**config.mk**
```make
export PLATFORM = sky130hd
export DESIGN_NAME = ubi_decode_flat
export DESIGN_NICKNAME = d
export VERILOG_FILES = /design/src/rtl/ubi_decode_if.sv /design/src/rtl/ubi_decode.sv /design/src/flat_wrapper.sv
export SDC_FILE = /design/constraint.sdc
export NUM_CORES = 1
export LEC_CHECK = 0
export CAP_MARGIN = 5
export CORE_AREA = 2 2 69 71
export DETAILED_ROUTE_END_ITERATION = 7
export DIE_AREA = 0 0 71 73
export GPL_TIMING_DRIVEN = 0
export REMOVE_ABC_BUFFERS = 1
export SLEW_MARGIN = 20
export SYNTH_ARGS = -nofsm -noshare
export SYNTH_HDL_FRONTEND = slang
export SYNTH_SLANG_ARGS = --single-unit
```
**constraint.sdc**
```tcl
create_clock -name clk -period 2.4 [get_ports clk]
set_input_delay 0.36 -clock clk [delete_from_list [all_inputs] [get_ports clk]]
set_output_delay 0.36 -clock clk [all_outputs]
set_load 0.02 [all_outputs]
```
**src/rtl/ubi_decode_if.sv**
```systemverilog
// Handshake and data bundle between a stochastic bitstream source/result consumer and ubi_decode.
interface ubi_decode_if #(
    parameter int INWD = 8
) ();
    logic            iStart;
    logic            iBit;
    logic            iBitEn;
    logic            iReady;
    logic            oBitRdy;
    logic [INWD-1:0] oB;
    logic            oSat;
    logic            oValid;

    modport master (
        output iStart, iBit, iBitEn, iReady,
        input  oBitRdy, oB, oSat, oValid
    );

    modport slave (
        input  iStart, iBit, iBitEn, iReady,
        output oBitRdy, oB, oSat, oValid
    );
endinterface

```
**src/rtl/ubi_decode.sv**
```systemverilog
// Bipolar stochastic-to-binary decoder: counts 1s over 2^INWD qualified bits into an offset-binary word.
// Define UBI_DEC_DBUF_EN to add a pending result buffer so a new window can start while a result waits.
//
// state | meaning
// IDLE  | waiting for iStart
// ACC   | counting qualified bits of the current window
// HOLD  | result (or pending result) waiting for the consumer; iStart ignored
module ubi_decode #(
    parameter int INWD = 8
) (
    input  logic         clk,
    input  logic         rst_n,
    ubi_decode_if.slave  bus
);
    typedef enum logic [1:0] {IDLE, ACC, HOLD} state_t;

    localparam logic [INWD-1:0] CNT_LAST = '1;

    state_t          state, state_nxt;
    logic [INWD-1:0] cnt;
    logic [INWD:0]   ones;
    logic [INWD:0]   n1;
    logic [INWD-1:0] res_b;
    logic            res_sat;
    logic            done;
    logic            xfer;
    logic            load_out;
    logic [INWD-1:0] out_b;
    logic            out_sat;
    logic            out_v;
`ifdef UBI_DEC_DBUF_EN
    logic            load_pend;
    logic            pend_to_out;
    logic [INWD-1:0] pend_b;
    logic            pend_sat;
`endif

    // The final qualified bit is folded in here so completion needs no extra cycle.
    assign n1      = ones + {{INWD{1'b0}}, bus.iBit};
    assign res_sat = n1[INWD];
    assign res_b   = res_sat ? '1 : n1[INWD-1:0];
    assign done    = (state == ACC) && bus.iBitEn && (cnt == CNT_LAST);
    assign xfer    = out_v && bus.iReady;

    always_ff @(posedge clk or negedge rst_n) begin
        if (!rst_n) state <= IDLE;
        else        state <= state_nxt;
    end

    always_comb begin
        state_nxt = state;
        load_out  = 1'b0;
`ifdef UBI_DEC_DBUF_EN
        load_pend   = 1'b0;
        pend_to_out = 1'b0;
`endif
        case (state)
            IDLE: if (bus.iStart) state_nxt = ACC;
            ACC: begin
                if (done) begin
`ifdef UBI_DEC_DBUF_EN
                    if (!out_v || xfer) begin
                        load_out  = 1'b1;
                        state_nxt = IDLE;
                    end else begin
                        load_pend = 1'b1;
                        state_nxt = HOLD;
                    end
`else
                    load_out  = 1'b1;
                    state_nxt = HOLD;
`endif
                end
            end
            HOLD: begin
                if (xfer) begin
                    state_nxt = IDLE;
`ifdef UBI_DEC_DBUF_EN
                    pend_to_out = 1'b1;
`endif
                end
            end
            default: state_nxt = IDLE;
        endcase
    end

    always_ff @(posedge clk or negedge rst_n) begin
        if (!rst_n) begin
            cnt  <= '0;
            ones <= '0;
        end else if (state == IDLE && bus.iStart) begin
            cnt  <= '0;
            ones <= '0;
        end else if (state == ACC && bus.iBitEn) begin
            cnt  <= cnt + 1'b1;
            ones <= done ? '0 : n1;
        end
    end

    always_ff @(posedge clk or negedge rst_n) begin
        if (!rst_n) begin
            out_b   <= '0;
            out_sat <= 1'b0;
            out_v   <= 1'b0;
        end else if (load_out) begin
            out_b   <= res_b;
            out_sat <= res_sat;
            out_v   <= 1'b1;
`ifdef UBI_DEC_DBUF_EN
        end else if (pend_to_out) begin
            out_b   <= pend_b;
            out_sat <= pend_sat;
            out_v   <= 1'b1;
`endif
        end else if (xfer) begin
            out_v   <= 1'b0;
        end
    end

`ifdef UBI_DEC_DBUF_EN
    always_ff @(posedge clk or negedge rst_n) begin
        if (!rst_n) begin
            pend_b   <= '0;
            pend_sat <= 1'b0;
        end else if (load_pend) begin
            pend_b   <= res_b;
            pend_sat <= res_sat;
        end
    end
`endif

    assign bus.oBitRdy = (state == ACC);
    assign bus.oB      = out_b;
    assign bus.oSat    = out_sat;
    assign bus.oValid  = out_v;
endmodule

```
**src/flat_wrapper.sv**
```systemverilog
// flat-port wrapper written by rule: the top's interface ports become plain ports
module ubi_decode_flat 
#(
    parameter int INWD = 8
)
  (clk, rst_n, bus_iStart, bus_iBit, bus_iBitEn, bus_iReady, bus_oBitRdy, bus_oB, bus_oSat, bus_oValid);
  ubi_decode_if #(.INWD(INWD)) bus_i ();
  input  logic clk;
  input  logic rst_n;
  input wire logic [$bits(bus_i.iStart)-1:0] bus_iStart;
  input wire logic [$bits(bus_i.iBit)-1:0] bus_iBit;
  input wire logic [$bits(bus_i.iBitEn)-1:0] bus_iBitEn;
  input wire logic [$bits(bus_i.iReady)-1:0] bus_iReady;
  output wire logic [$bits(bus_i.oBitRdy)-1:0] bus_oBitRdy;
  output wire logic [$bits(bus_i.oB)-1:0] bus_oB;
  output wire logic [$bits(bus_i.oSat)-1:0] bus_oSat;
  output wire logic [$bits(bus_i.oValid)-1:0] bus_oValid;
  assign bus_i.iStart = bus_iStart;
  assign bus_i.iBit = bus_iBit;
  assign bus_i.iBitEn = bus_iBitEn;
  assign bus_i.iReady = bus_iReady;
  assign bus_oBitRdy = bus_i.oBitRdy;
  assign bus_oB = bus_i.oB;
  assign bus_oSat = bus_i.oSat;
  assign bus_oValid = bus_i.oValid;
  ubi_decode #(.INWD(INWD)) u_core (.clk(clk), .rst_n(rst_n), .bus(bus_i));
endmodule
```
==> results.toml <==
[power]
p_sw_frac = 0.3032
p_per_area_nw_per_um2 = 707.8
seqPwrFrac = 0.503
vdd_drop_max_uv = 328.6
power_frac_clock = 0.312
power.net_switching_mw = 0.3850
p_leak_nw = 0.7825
combPwrFrac = 0.185
internal_power_mw = 0.8849

[detailed_routing]
firstDrtPassIters = 4
drt_iter0_drc = 68
drt_wl_total_mm = 2.829
postRouteAntennaNets = 0
num_vias = 1156
drc = 0
wl_per_cell_um = 12.52
vias_per_cell = 5.115

[timing]
final_max_slew_viol_count = 0
rsz0062_at_grt = "no"
fmax_mhz = 466.8
fin_ws_ps = 257.6
timing.final.crit_share = 0.8926
hold_viol = 0
fin_skew_ps = 2.856
fin_setup_tns_ps = 0
hold_slack_ps = 105.1
period_needed_ps = 2142
worstMarginPinSlew_ps = 707.5
setup_viol = 0
slew_headroom = 0.5262

[global_routing]
grt_use_met3 = 0.03177
grt_pass1_vias = 1130
grt_pass1_wl_mm = 5.161
grt_max_degree = 30
grt_usage = 0.1266
grt_busiest_layer = "met2"
antenna_found_initial = 0
met2_usage = 0.2035
globalRoute.totalOverflow = 0
grt_util_met1 = 0.1559

[hold_path]
hold_path.class = "in -> async"

[clocking]
cts_setup_buffers = 0
cts-resized-gates = 0
root_buffer = "clkbuf_8"
clock_sinks = 29
cts_tree = "built"
clkTransAtPathRegs_ps = 60
insertion_delay_ps = 270
hold_buffers = 0
clockBufferDepth = 2
cts_made_buffers = 5
htreeDepth = 2

[worst_setup_path]
crit_type = "in -> reg"
crit_fanout = 8
crit_arrival_ps = 2350
cp.required_ps = 2600
r2r_start = "u_core.cnt[0]"
ff2ff_path_depth = 5
cp-startpoint = "bus_iBit"
critPathLaunchType = "input pin"
end_kind = "register"
ff2ff_setup_slack_ps = 490
reg2reg_to = "u_core.bus.oB[5]"

[placement]
dp_cells = 219
place_ws_ps = -13.90
place_hpwl_mm = 2.059
io_buffers = 16
place_congestion = 0.7962

[synthesis]
ys_warn_count = 0
ys_ff_latch = 29
synthCells = 155
synth_area_um2 = 1523
syn_area_per_cell_um2 = 9.824
yosys.cell_types.count = 39
synth_seq_area_share = 0.4766

[status]
outcome = "completed"

[cells_and_area]
fill_cells = 439
area_growth_pct = 17.83
finalNonFillerCells = 226
drive_above_1_share = 0.1279
fin_nets = 182
diodes = 0

[die]
start_util = 0.3357
die_h_um = 73
die_width_um = 71
core-area_um2 = 4536
io_pins = 17
num_rows = 25
die_area_um2 = 5183

[flow_run]
drv_cap = 0
-- layout by cell type, fill, tap and decap left out --
cell and n:
clkdlybuf4s50_1 15, or3_4 1, a31o_2 1, nor3b_2 1, a2111o_1 1, or3_1 2, nand3b_1 3, clkbuf_8 6
a31oi_1 4, clkbuf_1 1, nor3_4 1, o21a_1 1, or3_2 1, a21o_1 1, nor4_1 2, a22oi_1 2
nor3_1 3, inv_1 8, nand4_4 1, nand4b_4 1, a41oi_1 1, nand3_2 1, xor2_1 3, xnor2_1 7
and3_1 2, nand2b_1 1, and4_1 1, a21boi_0 1, nand2_1 20, dfrtp_1 29, buf_2 1, nand3_1 5
a21oi_1 4, nor2_1 20, nand4_1 2, ha_1 4, o21ai_0 6, a21oi_2 7, and3b_1 1
-- through the flow --
step,instance area (µm²),total power [mW],util
after floorplan,1480,0.8115,-
after global routing,1794,1.363,0.3956
after CTS,1794,1.288,0.3956
after global placement,1708,0.8690,0.3766
after detailed placement,1708,0.8847,0.3766
final,1794,1.270,0.3956
-- cells in the mapped netlist --
library cell  count  area [µm²]
buf_4             3       22.52
nand2_1          20       75.07
nand4b_4          1       23.77
nor3_1            3       15.01
a21o_1            1       7.510
nand2b_1          1       6.260
a21oi_1           4       20.02
a21boi_0          1       7.510
buf_6             1       11.26
dfrtp_1          29       725.7
nand3_1           5       25.02
o21ai_0           6       30.03
a31oi_1           4       25.02
nand4_4           1       21.27
nand3b_1          3       22.52
nand3_2           1       10.01
a22oi_1           2       15.01
nand4_1           2       12.51
and4_1            1       8.760
and3_1            2       12.51
inv_1             8       30.03
buf_2             1       5.000
or3_1             2       12.51
a31o_2            1       8.760
nor3b_1           1       7.510
o21a_1            1       7.510
or3_4             1       11.26
a2111o_1          1       11.26
a41oi_1           1       8.760
a21oi_2           7       61.31
clkbuf_1          1       3.750
nor4_1            2       12.51
ha_1              4       50.05
nor3_4            1       16.27
xnor2_1           7       61.31
nor2_1           20       75.07
or3_2             1       7.510
and3b_1           1       8.760
xor2_1            3       26.28
-- critical path: stages --
cell and delay [ps]:
clkdlybuf4s50_1 510, ha_1 170, ha_1 250, nand3_2 150, or3_1 380, and3_1 340, a21oi_2 190
-- metal layers --
| layer | up-vias | wire [µm] |
|---|---|---|
| met1 | 552 | 1294 |
| met2 | 28 | 1371 |
| met4 | 0 | 49 |
| met3 | 7 | 113 |
| li1 | 569 | - |
| met5 | - | 0 |
-- area by class of cell --
cell class                 instances  area, µm²  area share
sequential                        29      725.7      0.4045
timing repair buffer              16      155.1     0.08647
multi-input combinational        112      729.5      0.4066
tap                               54      67.56     0.03766
clock buffer                       7      86.33     0.04812
inverter                           8      30.03     0.01674
-- kinds of logic after synthesis --
kind of cell / Yosys count / synth area share
adders and majority gates: 4 / 0.03287
DFF: 29 / 0.4766
and+or+nand+nor: 69 / 0.2523
AOI/OAI and AO/OA: 29 / 0.1331
buffers and inverters: 14 / 0.04765
xor gates and xnor gates: 10 / 0.05752
-- worst max-delay path by stage --
| stage | slack, ps | endpoint |
|---|---|---|
| floorplan | 700 | u_core.bus.oB[0] |
| global placement | -30 | u_core.ones[8] |
| detailed placement | -10 | u_core.bus.oB[5] |
| CTS | 260 | u_core.bus.oB[5] |
| global route | 130 | u_core.bus.oB[5] |
| finish | 260 | u_core.bus.oB[5] |
-- power groups by stage --
| stage | registers [mW] | logic (mW) | clock network [mW] |
|---|---|---|---|
| 4_1_cts | 0.639 | 0.239 | 0.410 |
| 3_3_place_gp | 0.640 | 0.229 | 0 |
| 2_1_floorplan | 0.631 | 0.181 | 0 |
| 6_report | 0.639 | 0.235 | 0.396 |
| 5_1_grt | 0.651 | 0.276 | 0.435 |
| 3_5_place_dp | 0.648 | 0.236 | 0 |
-- state kept, by name, indices dropped and copies added, names as in the netlist --
register / cells
u_core.cnt: 8
u_core.ones: 9
u_core.bus.oSat: 1
u_core.bus.oB: 8
u_core.state: 2
u_core.bus.oValid: 1
Power figures use the tool's default switching activity.
